`src/rtl/boolean_propose_controller.sv`:
```
// Propose/evaluate sequencer for a Boolean local-search datapath: flips one variable per
// iteration and commits the flip when the evaluator accepts it. Define
// BOOLEAN_PROPOSE_RANDOM_INDEX_EN to pick the variable index from an LFSR instead of round-robin.
module boolean_propose_controller #(
    parameter int          MAX_BIT_WIDTH_OF_BOOLEAN_VARIABLES_INDEX = 2,
    parameter int          ITERATION_WIDTH                          = 16,
    parameter logic [15:0] LFSR_SEED                                = 16'hACE1
) (
    input  logic                                                  in_clock,
    input  logic                                                  in_reset_n,
    input  logic                                                  in_start,
    input  logic [ITERATION_WIDTH-1:0]                            in_num_iterations,
    input  logic [2**MAX_BIT_WIDTH_OF_BOOLEAN_VARIABLES_INDEX-1:0] in_initial_assignment,
    output logic                                                  out_propose_enable,
    output logic [MAX_BIT_WIDTH_OF_BOOLEAN_VARIABLES_INDEX-1:0]   out_variable_index,
    output logic [2**MAX_BIT_WIDTH_OF_BOOLEAN_VARIABLES_INDEX-1:0] out_current_assignment,
    input  logic [2**MAX_BIT_WIDTH_OF_BOOLEAN_VARIABLES_INDEX-1:0] in_new_assignment,
    output logic                                                  out_eval_valid,
    input  logic                                                  in_eval_ready,
    output logic [2**MAX_BIT_WIDTH_OF_BOOLEAN_VARIABLES_INDEX-1:0] out_eval_assignment,
    input  logic                                                  in_eval_done,
    input  logic                                                  in_eval_accept,
    output logic                                                  out_busy,
    output logic                                                  out_done,
    output logic [ITERATION_WIDTH-1:0]                            out_accept_count
);

    localparam int IDX_W = MAX_BIT_WIDTH_OF_BOOLEAN_VARIABLES_INDEX;
    localparam int N     = 2**IDX_W;

    // An all-zero seed would lock the LFSR at zero forever.
    if (LFSR_SEED == 16'h0000) begin : g_bad_seed
        $error("LFSR_SEED must be nonzero");
    end

    typedef enum logic [2:0] {
        S_IDLE,
        S_PROPOSE,
        S_CAPTURE,
        S_EVAL_REQ,
        S_EVAL_WAIT,
        S_DONE
    } state_t;

    state_t                     state, next_state;
    logic [N-1:0]               current, proposed;
    logic [ITERATION_WIDTH-1:0] iter_target, iter_count, accept_count;
    logic [IDX_W-1:0]           index;

    logic start_ok, eval_hit, last_iter, advance;

    assign start_ok  = (state == S_IDLE) && in_start;
    assign eval_hit  = (state == S_EVAL_WAIT) && in_eval_done;
    assign last_iter = (iter_count + ITERATION_WIDTH'(1)) == iter_target;
    assign advance   = eval_hit && !last_iter;

    // NOTE: state registers use non-blocking assignments and reset asynchronously, so every
    // flop samples pre-edge values and outputs clear the instant reset asserts.
    always_ff @(posedge in_clock or negedge in_reset_n) begin
        if (!in_reset_n) state <= S_IDLE;
        else             state <= next_state;
    end

    // NOTE: next_state gets its default before the case so no path leaves it unassigned,
    // which would otherwise infer a latch.
    always_comb begin
        next_state = state;
        unique case (state)
            S_IDLE:      if (in_start)
                             next_state = (in_num_iterations == '0) ? S_DONE : S_PROPOSE;
            S_PROPOSE:   next_state = S_CAPTURE;
            S_CAPTURE:   next_state = S_EVAL_REQ;
            S_EVAL_REQ:  if (in_eval_ready) next_state = S_EVAL_WAIT;
            S_EVAL_WAIT: if (in_eval_done)
                             next_state = last_iter ? S_DONE : S_PROPOSE;
            S_DONE:      next_state = S_IDLE;
            default:     next_state = S_IDLE;
        endcase
    end

    always_ff @(posedge in_clock or negedge in_reset_n) begin
        if (!in_reset_n) begin
            current      <= '0;
            proposed     <= '0;
            iter_target  <= '0;
            iter_count   <= '0;
            accept_count <= '0;
        end else begin
            if (start_ok) begin
                current      <= in_initial_assignment;
                iter_target  <= in_num_iterations;
                iter_count   <= '0;
                accept_count <= '0;
            end
            if (state == S_CAPTURE) proposed <= in_new_assignment;
            if (eval_hit) begin
                iter_count <= iter_count + ITERATION_WIDTH'(1);
                if (in_eval_accept) begin
                    current      <= proposed;
                    accept_count <= accept_count + ITERATION_WIDTH'(1);
                end
            end
        end
    end

`ifdef BOOLEAN_PROPOSE_RANDOM_INDEX_EN
    // Fibonacci LFSR, taps 16,14,13,11; free-running across runs, reseeded only by reset.
    logic [15:0] lfsr;

    always_ff @(posedge in_clock or negedge in_reset_n) begin
        if (!in_reset_n)  lfsr <= LFSR_SEED;
        else if (advance) lfsr <= {lfsr[14:0], lfsr[15] ^ lfsr[13] ^ lfsr[12] ^ lfsr[10]};
    end

    assign index = lfsr[IDX_W-1:0];
`else
    logic [IDX_W-1:0] rr_index;

    // Width equals the index width, so N-1 wraps to 0 naturally.
    always_ff @(posedge in_clock or negedge in_reset_n) begin
        if (!in_reset_n)   rr_index <= '0;
        else if (start_ok) rr_index <= '0;
        else if (advance)  rr_index <= rr_index + IDX_W'(1);
    end

    assign index = rr_index;
`endif

    assign out_propose_enable     = (state == S_PROPOSE);
    assign out_variable_index     = (state == S_PROPOSE) ? index : '0;
    assign out_current_assignment = current;
    assign out_eval_valid         = (state == S_EVAL_REQ);
    assign out_eval_assignment    = proposed;
    assign out_busy               = (state != S_IDLE);
    assign out_done               = (state == S_DONE);
    assign out_accept_count       = accept_count;

endmodule

```
`config.mk`:
```
export PLATFORM = sky130hd
export DESIGN_NAME = boolean_propose_controller
export DESIGN_NICKNAME = d
export VERILOG_FILES = /design/src/rtl/boolean_propose_controller.sv
export SDC_FILE = /design/constraint.sdc
export NUM_CORES = 1
export LEC_CHECK = 0
export CAP_MARGIN = 20
export CELL_PAD_IN_SITES_DETAIL_PLACEMENT = 0
export CELL_PAD_IN_SITES_GLOBAL_PLACEMENT = 1
export CORE_ASPECT_RATIO = 0.8
export CORE_MARGIN = 5
export CORE_UTILIZATION = 43
export DETAILED_ROUTE_END_ITERATION = 10
export PLACE_DENSITY = 0.85
export RECOVER_POWER = 25
export SYNTH_ARGS = -nofsm -noshare
export SYNTH_HDL_FRONTEND = slang
export SYNTH_SLANG_ARGS = --single-unit
```
`constraint.sdc`:
```
create_clock -name in_clock -period 4.03 [get_ports in_clock]
set_input_delay 0.403 -clock in_clock [delete_from_list [all_inputs] [get_ports in_clock]]
set_output_delay 0.403 -clock in_clock [all_outputs]
set_load 0.05 [all_outputs]
```
==> impl_metrics.json, run 1 <==
{
  "drt_pass1_iterations": 4,
  "h-tree-depth": 3,
  "ir_drop_v": 0.0004753,
  "failed_checks": "max-capacitance violations, max-slew violations",
  "synth.avg_cell_area_um2": 8.897,
  "drc": 0,
  "hold_buffers": 0,
  "grt_pass1_wl_um": 14280,
  "track_usage_pct": 19.00,
  "cts.sinks": 61,
  "worst_pin_slew_ns": 1.790,
  "cts-root-buf": "clkbuf_8",
  "synth_top_area_share_pct": 45.15,
  "crit_top_cell": "clkbuf_1",
  "antenna_found_initial": 0,
  "crit_family": "buffers and inverters",
  "final_cell_mix": "nand2_1 (79), dfrtp_1 (61), clkdlybuf4s50_1 (58), o21ai_0 (37), nor2_1 (25)",
  "synth_top_cell_by_area": "dfrtp_1",
  "finalMaxSlewViolations": 64,
  "drv_cap": 2,
  "fmax_ghz": 0.3536,
  "ant_nets": 0,
  "hp-class": "in -> async",
  "p_per_area_mw_per_mm2": 570.3,
  "num_antenna_cells": 0,
  "worstPathRequired_ns": 4.14,
  "synthesis.nets": 412,
  "critPathLaunchType": "input pin",
  "hold_viol": 0,
  "slew_headroom_pct": -19.36,
  "path_cells": "clkbuf_1 -> clkbuf_1",
  "die_y_um": 89.31,
  "wl_per_cell_um": 15.43,
  "critPathArrivalTime_ns": 2.93,
  "worstSetupEndpointType": "async pin",
  "synth_warnings": 0,
  "setup_viol": 0,
  "die-area_mm2": 0.009746,
  "leakage_nw": 1.789,
  "max_stage_delay_ns": 1.38,
  "status": "finished, violations left",
  "grt_pass1_vias": 2819,
  "period_share_pct": 70.18,
  "numPortBuffers": 59,
  "dpl_cell_area_mm2": 0.004009,
  "finalClockSkew_ns": 0.009956,
  "io_pins": 60,
  "rsz0062_at_grt": "no",
  "cts.path.max_buffers": 2,
  "cts-resized-gates": 0,
  "final_common_cell": "nand2_1",
  "final_net_count": 462,
  "layout_min_cycle_time_ns": 2.828,
  "post-cts-setup-buffer-count": 0,
  "core_area_mm2": 0.007532,
  "syn_inst": 380,
  "drive_above_1_share_pct": 7.586,
  "dp_cells": 524,
  "cts_tree": "yes",
  "r2r_end": "state[2]$_DFFE_PN0P_",
  "crit_fanout": 34,
  "initial_core_util_pct": 44.88,
  "synth_area_leaders": "dfrtp_1 (45%), nand2_1 (8.8%), o21ai_0 (5.5%), xnor2_1 (3.4%), nand3_1 (2.8%)",
  "synth_edf_count": 0,
  "syn2layout_area_growth_pct": 24.35,
  "crit_slowest_cell": "clkbuf_1",
  "register_area_mm2": 0.001526,
  "synth_area_mm2": 0.003381,
  "cts_buffers": 9,
  "synth_ff_type": "dfrtp_1",
  "clkLatencyLatePin_ns": 0.34,
  "path_buf_inv": 2,
  "grt_max_degree": 35,
  "overflow": 0,
  "setup-tns-final_ns": 0,
  "first_iter_violations": 116,
  "path_class": "in -> async",
  "hpwlAfterDp_um": 6052,
  "r2r_cells": 8,
  "routed-via-count": 2907,
  "stdcell_count": 540,
  "synth_sequential_area_ratio_pct": 45.15,
  "via_per_inst": 5.383,
  "multi_input_area_mm2": 0.001724,
  "num-fill-cells": 701,
  "synth.distinct_cells": 53,
  "r2r_start": "iter_count[0]$_DFFE_PN0P_",
  "die_x_um": 109.1,
  "wl_um": 8330,
  "async_reset_ff_share_pct": 100.0,
  "fin_area_mm2": 0.004204,
  "std_cell_rows": 28,
  "ys_ff_latch": 61,
  "routabilityCongestion": 0.8876,
  "path_clk_slew_ns": 0.07,
  "r2r_slack_ns": 1.21
}
==> per-stage QoR <==
step / setup WS (ns) / hold WS, ns / util [%] / total power (W)
floorplan: 1.198 / 0.1074 / - / 0.001551
global placement: 1.345 / 0.4600 / 53.22 / 0.001831
detailed placement: 1.235 / 0.4662 / 53.22 / 0.001854
CTS: 1.202 / 0.1075 / 55.88 / 0.002418
global route: 0.5223 / 0.4918 / 55.81 / 0.002550
finish: 1.202 / 0.4609 / 55.81 / 0.002397
==> sequential cells by signal, indices dropped and copies added, names as in the netlist <==
| signal | flops |
|---|---|
| index | 2 |
| iter_count | 16 |
| iter_target | 16 |
| out_accept_count | 16 |
| out_current_assignment | 4 |
| out_eval_assignment | 4 |
| state | 3 |
==> worst max-delay path by stage <==
stage | slack [ns] | cells past startpoint | endpoint | startpoint
after floorplan | 1.20 | 3 | out_variable_index[0] | state[0]$_DFFE_PN0P_
after global placement | 1.34 | 8 | state[2]$_DFFE_PN0P_ | iter_count[0]$_DFFE_PN0P_
after detailed placement | 1.24 | 8 | state[2]$_DFFE_PN0P_ | iter_count[0]$_DFFE_PN0P_
after CTS | 1.20 | 8 | state[2]$_DFFE_PN0P_ | iter_count[0]$_DFFE_PN0P_
after global routing | 0.52 | 2 | state[2]$_DFFE_PN0P_ | in_reset_n
final | 1.20 | 2 | state[2]$_DFFE_PN0P_ | in_reset_n
==> cell families (layout without fill, tap and decap cells) <==
family,after synthesis,count (layout),share of synthesized area [%]
AO/OA/AOI/OAI,71,71,13.43
XOR/XNOR,22,22,5.700
adder cells (fa/ha/maj),2,2,0.7401
buffers and inverters,28,83,3.849
flip-flops,61,61,45.15
multiplexers,10,10,3.109
AND/OR/NAND/NOR,186,186,28.02
==> layer usage <==
| metal | track usage, % | vias up | share of wire, % |
|---|---|---|---|
| met5 | 0 | - | 0 |
| met2 | 28.15 | 57 | 45 |
| li1 | - | 1441 | - |
| met1 | 27.03 | 1400 | 49 |
| met3 | 5.560 | 9 | 4.7 |
| met4 | 5.619 | 0 | 0.90 |
==> where the power goes <==
group / internal (W) / switching (W) / leakage [nW]
clock network: 0.000304 / 0.000255 / 0.0959
registers: 0.000756 / 0.000161 / 0.804
logic: 0.000364 / 0.000557 / 0.889
total: 0.00142 / 0.000974 / 1.79
==> synthesized netlist by cell type (3+ instances only) <==
master and count:
a21oi_1 7, a31oi_1 5, and2_1 5, and3_1 7
buf_2 5, buf_4 3, clkbuf_1 14, dfrtp_1 61
inv_1 5, mux2_2 4, mux2i_1 6, nand2_1 79
nand3_1 19, nand3b_1 3, nand4_1 9, nor2_1 25
nor2b_1 3, nor3_1 5, nor3b_1 5, nor4_1 6
o21ai_0 37, o22ai_1 3, o31ai_1 4, or3_1 6
xnor2_1 13, xor2_1 9
==> final cells by class <==
cell class	count	area share, %
repair buffers	62	14.35
well taps	105	3.125
inverters	5	0.4464
clock inverters	5	1.399
clock buffers	11	3.363
flip-flops and latches	61	36.31
multi-input cells	291	41.01
(Power assumes the default switching activity.)
==> inputs of run 2 (changes only) <==
--- a/config.mk
+++ b/config.mk
@@ -10,9 +10,9 @@
 export CELL_PAD_IN_SITES_GLOBAL_PLACEMENT = 1
 export CORE_ASPECT_RATIO = 0.8
 export CORE_MARGIN = 5
-export CORE_UTILIZATION = 43
+export CORE_UTILIZATION = 36
 export DETAILED_ROUTE_END_ITERATION = 10
-export PLACE_DENSITY = 0.85
+export PLACE_DENSITY = 0.76
 export RECOVER_POWER = 25
 export SYNTH_ARGS = -nofsm -noshare
 export SYNTH_HDL_FRONTEND = slang
==> constraint.sdc (replaced) <==
create_clock -name in_clock -period 2.6 [get_ports in_clock]
set_input_delay 0.26 -clock in_clock [delete_from_list [all_inputs] [get_ports in_clock]]
set_output_delay 0.26 -clock in_clock [all_outputs]
set_load 0.05 [all_outputs]
==> run 2 against run 1 <==
Against the previous run:
- the run still ends with max-capacitance violations, max-slew violations left
- setup slack worse by 1.0 ns
- sequential share of layout area is 1.8 points lower
- sequential power rose by 55%
==> impl_metrics.json, run 2 (synthesis gave the netlist of run 1 again) <==
{
  "num-fill-cells": 870,
  "cts-root-buf": "clkbuf_16",
  "cts_tree": "yes",
  "gr-usage-met2_pct": 23.13,
  "status": "finished, violations left",
  "stdcell_count": 560,
  "h-tree-depth": 3,
  "grt_max_degree": 62,
  "hpwlAfterDp_um": 6127,
  "gr-usage-met3_pct": 5.481,
  "register_area_mm2": 0.001529,
  "crit_fanout": 8,
  "cts.sinks": 61,
  "syn2layout_area_growth_pct": 31.16,
  "hp-class": "in -> async",
  "overflow": 0,
  "initial_core_util_pct": 37.09,
  "drc": 0,
  "path_cells": "buf_4 -> nand3_4 -> or3_1 -> xnor2_1 -> nor4_2 -> o2111ai_2 -> a2111oi_2 -> o21bai_1",
  "p_per_area_mw_per_mm2": 937.8,
  "worst_pin_slew_ns": 1.554,
  "rsz0062_at_grt": "no",
  "first_iter_violations": 152,
  "finalClockSkew_ns": 0.006164,
  "routed-via-count": 2899,
  "whs_ns": 0.4069,
  "core_area_mm2": 0.009115,
  "path_class": "reg -> reg",
  "std_cell_rows": 31,
  "final_net_count": 472,
  "pwr-share-clk_pct": 30.5,
  "die_x_um": 118.3,
  "failed_checks": "max-capacitance violations, max-slew violations",
  "pwr-share-comb_pct": 35.3,
  "worstPathRequired_ns": 2.85,
  "final_common_cell": "nand2_1",
  "setup_viol": 0,
  "drive_above_1_share_pct": 11.01,
  "crit_slowest_cell": "or3_1",
  "leakage_nw": 1.912,
  "slew_headroom_pct": -3.632,
  "p_switching_w": 0.001550,
  "die-area_mm2": 0.01144,
  "numPortBuffers": 59,
  "finalMaxSlewViolations": 62,
  "num_antenna_cells": 0,
  "die_y_um": 96.68,
  "layout_min_cycle_time_ns": 2.396,
  "setup-tns-final_ns": 0,
  "ir_drop_v": 0.0007298,
  "grt_pass1_vias": 3014,
  "cts_buffers": 9,
  "hold_buffers": 0,
  "swShare_pct": 37.27,
  "multi_input_area_mm2": 0.001733,
  "fmax_ghz": 0.4173,
  "path_depth": 8,
  "grt_pass1_wl_um": 14790,
  "critPathLaunchType": "flop",
  "routabilityCongestion": 0.8422,
  "drt_pass1_iterations": 4,
  "path_clk_slew_ns": 0.05,
  "intPower_w": 0.002609,
  "seq_power_share_pct": 34.2,
  "critPathArrivalTime_ns": 2.65,
  "via_per_inst": 5.177,
  "wl_per_cell_um": 15.36,
  "grt_busiest_layer": "met2",
  "io_pins": 60,
  "met1_usage_pct": 21.69,
  "max_stage_delay_ns": 0.46,
  "worstSetupEndpointType": "flop",
  "antenna_found_initial": 0,
  "r2r_cells": 8,
  "clkLatencyLatePin_ns": 0.32,
  "ant_nets": 0,
  "crit_family": "simple AND/OR/NAND/NOR gates",
  "drv_cap": 1,
  "path_buf_inv": 1,
  "dp_cells": 543,
  "period_share_pct": 92.16,
  "final_cell_mix": "nand2_1 (79), dfrtp_1 (59), clkdlybuf4s50_1 (58), o21ai_0 (37), nor2_1 (25)",
  "track_usage_pct": 15.56,
  "cts.path.max_buffers": 2,
  "hold_viol": 0,
  "wl_um": 8603
}
run 2: timing repair:
item	CTS	global route
setup buffers	0	1
gates resized for setup	0	3
setup endpoints to repair	0	1
run 2: worst paths after layout:
check,start,endpoint,slack [ns]
max in group asynchronous,in_reset_n,iter_count[2]$_DFFE_PN0P_,1.14
worst min register to register,index[1]$_DFFE_PN0P_,index[1]$_DFFE_PN0P_,0.47
min in group in_clock,index[1]$_DFFE_PN0P_,index[1]$_DFFE_PN0P_,0.47
worst max register to register,iter_count[0]$_DFFE_PN0P_,state[2]$_DFFE_PN0P_,0.20
worst max-delay path,iter_count[0]$_DFFE_PN0P_,state[2]$_DFFE_PN0P_,0.20
worst min-delay path,in_reset_n,iter_count[7]$_DFFE_PN0P_,0.41
run 2: area by class of cell:
cell class / count / area share (%)
Clock buffer: 10 / 5.164
Clock inverter: 6 / 1.975
Inverter: 5 / 0.4233
Multi-Input combinational cell: 291 / 39.08
Sequential cell: 61 / 34.48
Tap cell: 115 / 3.245
Timing Repair Buffer: 72 / 15.63
run 2: per-stage QoR:
stage               power [W]  util [%]  instance area (um2)  worst slack (ns)
CTS                  0.004214     48.52                 4423           0.09442
global placement     0.002899     45.05                 4106            0.1877
finish               0.004158     48.65                 4434            0.2038
global route         0.004409     48.65                 4434           0.01588
detailed placement   0.002910     45.05                 4106            0.1126
floorplan            0.002408         -                 3386           0.08729
run 2: power by group through the flow:
stage / Combinational, W / Clock [W] / Sequential, W
2_1_floorplan: 0.000828 / 0 / 0.00158
3_3_place_gp: 0.00146 / 0 / 0.00143
3_5_place_dp: 0.00147 / 0 / 0.00144
4_1_cts: 0.00148 / 0.00131 / 0.00142
5_1_grt: 0.00160 / 0.00135 / 0.00146
6_report: 0.00147 / 0.00127 / 0.00142
run 2: metal layers:
layer / up-vias / wire [um]
met3: 5 / 492
met2: 66 / 3811
met4: 0 / 45
li1: 1468 / -
met1: 1360 / 4254
met5: - / 0
run 2: worst register-to-register path: stages, from the launching register on:
cell	delay [ns]
dfrtp_1	0.42
buf_4	0.15
nand3_4	0.10
or3_1	0.46
xnor2_1	0.18
nor4_2	0.30
o2111ai_2	0.23
a2111oi_2	0.32
o21bai_1	0.15
==> inputs of run 3 (changes only) <==
--- a/config.mk
+++ b/config.mk
@@ -10,9 +10,9 @@
 export CELL_PAD_IN_SITES_GLOBAL_PLACEMENT = 1
 export CORE_ASPECT_RATIO = 0.8
 export CORE_MARGIN = 5
-export CORE_UTILIZATION = 36
+export CORE_UTILIZATION = 40
 export DETAILED_ROUTE_END_ITERATION = 10
-export PLACE_DENSITY = 0.76
+export PLACE_DENSITY = 0.8
 export RECOVER_POWER = 25
 export SYNTH_ARGS = -nofsm -noshare
 export SYNTH_HDL_FRONTEND = slang
==> constraint.sdc (replaced) <==
create_clock -name in_clock -period 2.33 [get_ports in_clock]
set_input_delay 0.233 -clock in_clock [delete_from_list [all_inputs] [get_ports in_clock]]
set_output_delay 0.233 -clock in_clock [all_outputs]
set_load 0.05 [all_outputs]
==> run 3 against run 2 <==
Against the previous run:
- the flow still finishes with violations (max-capacitance violations, max-slew violations)
- first-iteration DRC count up 7.9%
- hold slack better by 0.034 ns
- combinational power up 14%
- sequential cell count unchanged
- critical path depth unchanged
- sequential share of layout area down 0.49 points
- register-to-register slack worse by 0.20 ns
- count of clock-buffer cells in the layout unchanged
- clock power down 13%
- die area down 9.1%
- sequential power up 9%
- fmax up 3.1%
==> impl_metrics.json, run 3 (synthesis gave the netlist of run 1 again) <==
{
  "antenna_found_initial": 0,
  "r2r_slack_ns": 0.006,
  "std_cell_rows": 30,
  "path_clk_slew_ns": 0.08,
  "slew_headroom_pct": -0.5979,
  "finalClockSkew_ns": 0.01324,
  "die_y_um": 92.23,
  "critPathArrivalTime_ns": 2.60,
  "die-area_mm2": 0.01040,
  "fin_ws_ns": 0.006044,
  "setup_viol": 0,
  "io_pins": 60,
  "final_net_count": 490,
  "path_class": "reg -> reg",
  "num_antenna_cells": 0,
  "dpl_cell_area_mm2": 0.004233,
  "dp_cells": 556,
  "drive_above_1_share_pct": 15.98,
  "swShare_pct": 39.36,
  "grt_pass1_wl_um": 14560,
  "syn2layout_area_growth_pct": 33.05,
  "final_cell_mix": "nand2_1 (78), dfrtp_1 (59), clkdlybuf4s50_1 (52), o21ai_0 (37), buf_4 (32)",
  "core_area_mm2": 0.008371,
  "overflow": 0,
  "final_common_cell": "nand2_1",
  "ant_nets": 0,
  "worstPathRequired_ns": 2.61,
  "hold_viol": 0,
  "via_per_inst": 5.245,
  "ir_drop_v": 0.0007440,
  "hp-class": "in -> reg",
  "intPower_w": 0.002622,
  "status": "finished, violations left",
  "cts_tree": "yes",
  "cts.sinks": 61,
  "crit_fanout": 5,
  "first_iter_violations": 164,
  "drt_pass1_iterations": 4,
  "wl_per_cell_um": 14.70,
  "pre_cts_ws_ns": -0.04577,
  "period_share_pct": 99.74,
  "fin_area_mm2": 0.004498,
  "initial_core_util_pct": 40.39,
  "numPortBuffers": 59,
  "cts.path.max_buffers": 2,
  "cts-root-buf": "clkbuf_8",
  "leakage_nw": 2.001,
  "failed_checks": "max-capacitance violations, max-slew violations",
  "p_switching_w": 0.001702,
  "hpwlAfterDp_um": 6122,
  "clkLatencyLatePin_ns": 0.35,
  "stdcell_count": 575,
  "p_per_area_mw_per_mm2": 961.2,
  "pwr-share-comb_pct": 38.5,
  "grt_pass1_vias": 2982,
  "grt_max_degree": 62,
  "die_x_um": 112.8,
  "routabilityCongestion": 0.8332,
  "wl_um": 8455,
  "pwr-share-clk_pct": 25.6,
  "worst_pin_slew_ns": 1.509,
  "drc": 0,
  "worstSetupEndpointType": "flop",
  "cts_buffers": 9,
  "fmax_ghz": 0.4303,
  "final_core_util_pct": 53.74,
  "layout_min_cycle_time_ns": 2.324,
  "track_usage_pct": 17.33,
  "routed-via-count": 3016,
  "h-tree-depth": 3,
  "finalMaxSlewViolations": 61,
  "seq_power_share_pct": 35.9,
  "rsz0062_at_grt": "yes",
  "drv_cap": 1,
  "critPathLaunchType": "flop"
}
## run 3: changes by cell type in the layout (fill, tap and decap cells not counted), moves of 2 or more
cell | previous run | this run
clkbuf_16 | 9 | 0
clkdlybuf4s50_1 | 58 | 52
buf_4 | 11 | 32
dlymetal6s2s_1 | 0 | 3
inv_6 | 0 | 2
clkbuf_8 | 0 | 10
clkinv_2 | 2 | 0
## run 3: path summary, 6_finish.rpt
kind,from,endpoint,depth (start not counted)
min in group asynchronous,in_reset_n,iter_count[12]$_DFFE_PN0P_,3
worst min-delay path,in_num_iterations[15],iter_target[15]$_DFFE_PN0P_,3
worst max register to register,iter_count[1]$_DFFE_PN0P_,state[2]$_DFFE_PN0P_,8
worst max-delay path,iter_count[1]$_DFFE_PN0P_,state[2]$_DFFE_PN0P_,8
max in group asynchronous,in_reset_n,iter_count[4]$_DFFE_PN0P_,3
worst min register to register,index[1]$_DFFE_PN0P_,index[1]$_DFFE_PN0P_,1
## run 3: stage by stage
step	TNS (ns)	hold slack [ns]	power, W
floorplan	-0.02501	-0.06259	0.002697
global placement	0	0.2678	0.003220
detailed placement	-0.04577	0.2666	0.003247
CTS	0	0.4231	0.004376
global route	-0.2316	0.4546	0.004600
finish	0	0.4411	0.004324
## run 3: power by group through the flow
stage	Sequential, W	Combinational [W]	Clock, W
floorplan	0.00177	0.000928	0
global placement	0.00157	0.00165	0
detailed placement	0.00158	0.00167	0
CTS	0.00156	0.00168	0.00114
global route	0.00160	0.00182	0.00118
finish	0.00155	0.00167	0.00111
## run 3: cell type report
cell class | instances | area [um2]
Sequential cell | 61 | 1529
Inverter | 5 | 18.77
Clock buffer | 10 | 137.6
Clock inverter | 6 | 93.84
Tap cell | 112 | 140.1
Multi-Input combinational cell | 291 | 1760
Timing Repair Buffer | 90 | 818.3
Fill cell | 796 | 3872
## run 3: critical path: stages (launching register included)
cell and delay (ns):
dfrtp_1 0.38, ha_4 0.17, nand4_1 0.11, or4_4 0.57, xnor2_2 0.16, nor4_2 0.17
o2111ai_2 0.18, a2111oi_2 0.37, o21bai_1 0.15
## run 3: metal layers
layer	wire, um	track usage, %	up-vias
li1	-	-	1499
met1	3925	22.78	1435
met2	3824	26.28	67
met3	496	5.475	15
met4	208	7.307	0
met5	0	0	-
## run 3: timing repair
item,4_1_cts,5_1_grt
hold endpoints to repair,61,0
setup endpoints to repair,1,6
hold buffers,1,0
gates resized for setup,1,6
buffers inserted,0,2
==> RTL edit 1: new RTL, settings of run 2 <==
Register the output `out_accept_count` once more, without a reset; this adds one clock of latency there. The other outputs are not delayed to match.
--- a/src/rtl/boolean_propose_controller.sv
+++ b/src/rtl/boolean_propose_controller.sv
@@ -135,3 +135,5 @@
     assign out_done               = (state == S_DONE);
-    assign out_accept_count       = accept_count;
+    always_ff @(posedge in_clock) begin
+        out_accept_count <= accept_count;
+    end
 
Check against the original RTL: not equivalent (a bounded check fails within 10 cycles, from zero or initial values and one cycle with in_reset_n low).
==> RTL edit 1 against run 2 <==
- wire length increased by 6.7%
- area after synthesis increased by 9.4%
- design area rose by 11%
- total power is 9.1% higher
- clock power is 9% higher
- die area rose by 8.5%
- hold slack improved by 0.0077 ns
- sequential cell count rose by 16
- global-route usage shrank 0.25 points
- synthesized cell count is 5.5% higher
- worst setup slack got worse by 0.062 ns
- sequential power rose by 19%
==> RTL edit 1: results (changes against run 2) <==
| Metric | Value |
|---|---|
| Arr. time, crit path | `2.20 ns (-0.45 ns)` |
| Share of the yosys chip area belonging to registers | `49.9% (+4.8 points)` |
| Synth unique cells | `52 (-1.9%)` |
| Largest net degree at the start of global routing | `31 (-50%)` |
| R2R setup slack | `0.17 ns (-0.03 ns)` |
| Drt initial violations | `167 (+9.9%)` |
| Synth Area in Adders | `0.677% (-0.063 points)` |
| DP HPWL | `6.63 mm (+8.2%)` |
| DIE AREA | `12,400 µm² (+8.5%)` |
| First-pass GRT wire length | `15.1 mm (+2.4%)` |
| Crit. Startpoint | `state[0]` |
| Fin nets | `502 (+6.4%)` |
| Fill cells | `1,011 (+16%)` |
| P_leak | `0.00207 µW (+8.1%)` |
| Compound-Gate Fraction of Synth Area | `13.0% (-0.47 points)` |
| Worst Skew | `0.0110 ns (+0.00480 ns)` |
| Routed via count | `3,169 (+9.3%)` |
| R2R cell count | `9 (+1)` |
| Min-Delay Path Class | `reg -> reg` |
| Avg Inst Size Synth | `9.22 µm² (+3.6%)` |
| Pre-CTS WS | `0.00366 ns (-0.109 ns)` |
| Layout cells sized above 1 | `12.4% (+1.4 points)` |
| Hold WS | `0.415 ns (+0.00770 ns)` |
| Post-synthesis mux area share | `2.84% (-0.27 points)` |
| Status | `finished, final reports clean` |
| VDD IR-drop max | `0.756 mV (+3.6%)` |
| Top cells by area, synth | `dfrtp_1 41%, dfxtp_1 8.7%, nand2_1 8.1%` |
| Placed cell count | `598 (+10%)` |
| Ys async rst share | `79.2% (-21 points)` |
| Vias in the first global route | `3,061 (+1.6%)` |
| Post-synthesis xor/xnor area fraction | `4.97% (-0.72 points)` |
| Critical path's slowest cell | `clkdlybuf4s50_1` |
| Cell Int Power | `2910 µW (+11%)` |
| Most frequent cells after synthesis | `80 x nand2_1, 61 x dfrtp_1, 36 x o21ai_0` |
| Post-route insts no fill | `615 (+9.8%)` |
-- RTL edit 1: cell count changes in the layout (fill, tap and decap cells not counted), moves of 3 or more --
| cell | change |
|---|---|
| nor3_1 | +3 |
| dfxtp_1 | +16 |
| o31ai_1 | +3 |
| buf_4 | +9 |
| nor2_1 | -5 |
| o32ai_1 | +3 |
| or3_1 | -3 |
-- RTL edit 1: layer usage --
layer / share of wire [%] / wire length (µm) / up-vias / GRT usage (%)
met2: 45 / 4090 / 72 / 22.5
li1: - / - / 1551 / -
met4: 0.87 / 80 / 0 / 3.06
met5: 0 / 0 / - / 0
met3: 4.2 / 388 / 7 / 4.32
met1: 50 / 4630 / 1539 / 22.5
-- RTL edit 1: through the flow --
| step | utilization, % | instance area, µm² | total power, µW |
|---|---|---|---|
| CTS | 47.9 | 4870 | 4540 |
| finish | 48.5 | 4920 | 4540 |
| global route | 48.5 | 4920 | 4780 |
| floorplan | - | 3700 | 2640 |
| global placement | 44.5 | 4520 | 3130 |
| detailed placement | 44.5 | 4520 | 3140 |
-- RTL edit 1: timing repair --
item	CTS	global route
setup endpoints to repair	1	1
pin swaps	0	3
resized for setup	1	11
hold buffers	1	0
endpoints found under the hold margin	22	0
-- RTL edit 1: layout make-up --
cell class	count	share of cell area, %
clock buffers	13	5.95
clock inverters	3	0.966
inverters	3	0.229
multi-input cells	297	36.2
flip-flops and latches	77	37.6
well taps	140	3.56
repair buffers	82	15.5
-- RTL edit 1: worst register-to-register path, stage by stage, from the launching register on --
cell	delay, ns
dfrtp_1	0.42
buf_6	0.15
nand4_1	0.14
buf_4	0.17
o22ai_1	0.07
o32ai_1	0.28
a21oi_1	0.13
or4_4	0.57
a2111oi_4	0.29
o21bai_1	0.15
-- RTL edit 1: how the worst max path moves through the flow --
stage                            endpoint  slack (ns)  cells past startpoint
detailed placement               state[2]       0.004                      8
CTS                              state[2]        0.06                      8
global route        out_variable_index[0]        0.01                      3
floorplan                        state[2]        0.07                      8
global placement                 state[2]         0.1                      8
finish              out_variable_index[0]        0.14                      3
-- RTL edit 1: cells by family (layout without fill, tap and decap cells) --
logic type	after synthesis	count (layout)
buf+inv	27	101
fa+ha+maj	2	2
compound gates	78	78
simple gates	186	186
flops	77	77
xor+xnor	21	21
mux	10	10
-- RTL edit 1: power by group through the flow --
stage | logic, µW | clock network (µW) | registers [µW]
global route | 1590 | 1470 | 1730
floorplan | 809 | 0 | 1830
CTS | 1450 | 1410 | 1680
detailed placement | 1440 | 0 | 1700
finish | 1460 | 1390 | 1690
global placement | 1440 | 0 | 1690
==> RTL edit 2: new RTL, settings of run 2 <==
Without the edit above. Add a define of `BOOLEAN_PROPOSE_RANDOM_INDEX_EN`.
--- a/src/rtl/boolean_propose_controller.sv
+++ b/src/rtl/boolean_propose_controller.sv
@@ -3,2 +3,4 @@
 // BOOLEAN_PROPOSE_RANDOM_INDEX_EN to pick the variable index from an LFSR instead of round-robin.
+`define BOOLEAN_PROPOSE_RANDOM_INDEX_EN
+
 module boolean_propose_controller #(
Formal check against the unedited RTL: not equivalent (a bounded check fails within 4 cycles, from zero or initial values and one cycle with in_reset_n low).
==> RTL edit 2 against run 2 <==
- sequential cell count up 14
- wire length grew 9.2%
- design area is 14% higher
- worst setup slack got worse by 0.040 ns
- fmax decreased by 1.6%
- area after synthesis is 16% higher
- global-route usage down 0.20 points
- total power grew 7.4%
- largest power group is now sequential cells
==> RTL edit 2: results (changes against run 2) <==
| Metric | Value |
|---|---|
| Status | `finished, final reports clean` |
| Vias in the first global route | `3,212 (+6.6%)` |
| Iteration count of the initial detailed-routing pass | `4 (unchanged)` |
| Mapped Nets | `434 (+5.3%)` |
| Synth Area in Adders | `0.639% (-0.10 points)` |
| Cell Int Power | `2850 µW (+9.2%)` |
| First-pass GRT wire length | `16.1 mm (+8.6%)` |
| Synth unique cells | `57 (+7.5%)` |
| Fin nets | `499 (+5.7%)` |
| Layout cells sized above 1 | `16.3% (+5.3 points)` |
| Port Buf Inserts | `59 (unchanged)` |
| Worst Hold Depth | `3` |
| Setup bufs post-CTS | `0 (unchanged)` |
| Final critical-path required period | `2.44 ns (+0.0398 ns)` |
| N_diodes | `0 (unchanged)` |
| Max H-tree Level | `3 (unchanged)` |
| Min-Delay Path Class | `in -> reg` |
| Avg WL per Cell | `15.2 µm (-0.74%)` |
| P_leak | `0.00217 µW (+14%)` |
| DP HPWL | `6.65 mm (+8.5%)` |
| Clock latency on the worst-skew pair | `0.34 ns (+0.02 ns)` |
| Drt initial violations | `131 (-14%)` |
| Clock root buffer | `clkbuf_16` |
| Top cells by area, synth | `dfrtp_1 43%, nand2_1 6.9%, dfstp_2 5.4%` |
| CP max FO | `10 (+2)` |
| Share of the yosys chip area belonging to registers | `48.2% (+3.0 points)` |
| Most frequent cells after synthesis | `72 x nand2_1, 67 x dfrtp_1, 35 x o21ai_0` |
| Post-route DRC violation count | `0 (unchanged)` |
| R2R cell count | `8 (unchanged)` |
| Worst r2r dst | `lfsr[12]` |
| R2R setup slack | `0.16 ns (-0.04 ns)` |
| Clock transition at path regs | `0.06 ns` |
| Crit path kind | `reg -> reg` |
| CTS Buffer Depth | `2 (unchanged)` |
| VDD IR-drop max | `0.680 mV (-6.8%)` |
| Compound-Gate Fraction of Synth Area | `10.1% (-3.3 points)` |
| Largest net degree at the start of global routing | `54 (-13%)` |
| Relative slew margins | `9.62% (+13 points)` |
| Initial antenna violation count | `0 (unchanged)` |
| Gr usage total | `15.4% (-0.20 points)` |
| Post-synthesis xor/xnor area fraction | `6.71% (+1.0 points)` |
| Yosys warnings | `0 (unchanged)` |
| Crit. Startpoint | `iter_count[2]` |
| Pre-CTS WS | `0.0376 ns (-0.0750 ns)` |
| Routed via count | `3,124 (+7.8%)` |
| GPL Wtd Cong | `0.853 (+1.3%)` |
| Ys async rst share | `100% (unchanged)` |
| Arr. time, crit path | `2.67 ns (+0.02 ns)` |
| Post-synthesis mux area share | `6.97% (+3.9 points)` |
| Main synth FF type | `dfrtp_1` |
| Num CTS Buffers | `9 (unchanged)` |
| Worst Skew | `0.00891 ns (+0.00275 ns)` |
-- RTL edit 2: cells by family (layout without fill, tap and decap cells) --
family / after synthesis / after routing
flip-flops: 75 / 75
adder cells (fa/ha/maj): 2 / 2
buffers and inverters: 26 / 95
AND/OR/NAND/NOR: 182 / 183
AO/OA/AOI/OAI: 66 / 66
XOR/XNOR: 30 / 30
multiplexers: 21 / 21
-- RTL edit 2: metrics by stage --
step | hold WS [ns] | instance area (µm²) | cells
2_1_floorplan | -0.0356 | 3920 | 402
3_3_place_gp | 0.288 | 4690 | 597
3_5_place_dp | 0.292 | 4690 | 597
4_1_cts | 0.468 | 5030 | 614
5_1_grt | 0.482 | 5080 | 616
6_report | 0.471 | 5080 | 616
-- RTL edit 2: timing repair --
item                       in CTS  in global routing
hold endpoints to repair       22                  0
hold buffers                    1                  0
setup endpoints to repair       0                 16
gates resized for setup         0                  4
-- RTL edit 2: power by group through the flow --
stage          Sequential (µW)  Clock (µW)  Combinational (µW)
3_3_place_gp              1600           0                1450
3_5_place_dp              1610           0                1450
6_report                  1590        1400                1480
4_1_cts                   1590        1430                1460
2_1_floorplan             1780           0                 811
5_1_grt                   1630        1480                1610
-- RTL edit 2: cell type report --
class                   instances  area [µm²]
clock buffers                  10         239
clock inverters                 6        96.3
fillers                      1015        5690
inverters                       5        18.8
multi-input cells             302        1940
flip-flops and latches         75        1890
well taps                     144         180
repair buffers                 74         712
-- RTL edit 2: worst min-delay path by stage --
stage | startpoint | end | slack (ns)
after floorplan | in_reset_n | iter_count[0] | -0.04
final | in_num_iterations[14] | iter_target[14] | 0.47
after global placement | in_reset_n | out_accept_count[14] | 0.29
after CTS | in_num_iterations[14] | iter_target[14] | 0.47
after global routing | in_num_iterations[14] | iter_target[14] | 0.48
after detailed placement | in_reset_n | out_accept_count[15] | 0.29
-- RTL edit 2: critical path, stage by stage (launching register included) --
cell and delay (ns):
dfrtp_1 0.49, nand3_2 0.14, buf_4 0.20, or3_1 0.43, a311oi_1 0.31, a211oi_2 0.09, nand4_4 0.21, nand2_4 0.14
mux2_4 0.32
-- RTL edit 2: routing by layer --
layer / GRT usage (%) / share of wire (%) / up-vias
li1: - / - / 1548
met1: 20.9 / 49 / 1495
met2: 23.8 / 44 / 69
met3: 4.67 / 6.0 / 12
met4: 4.70 / 1.3 / 0
met5: 0 / 0 / -
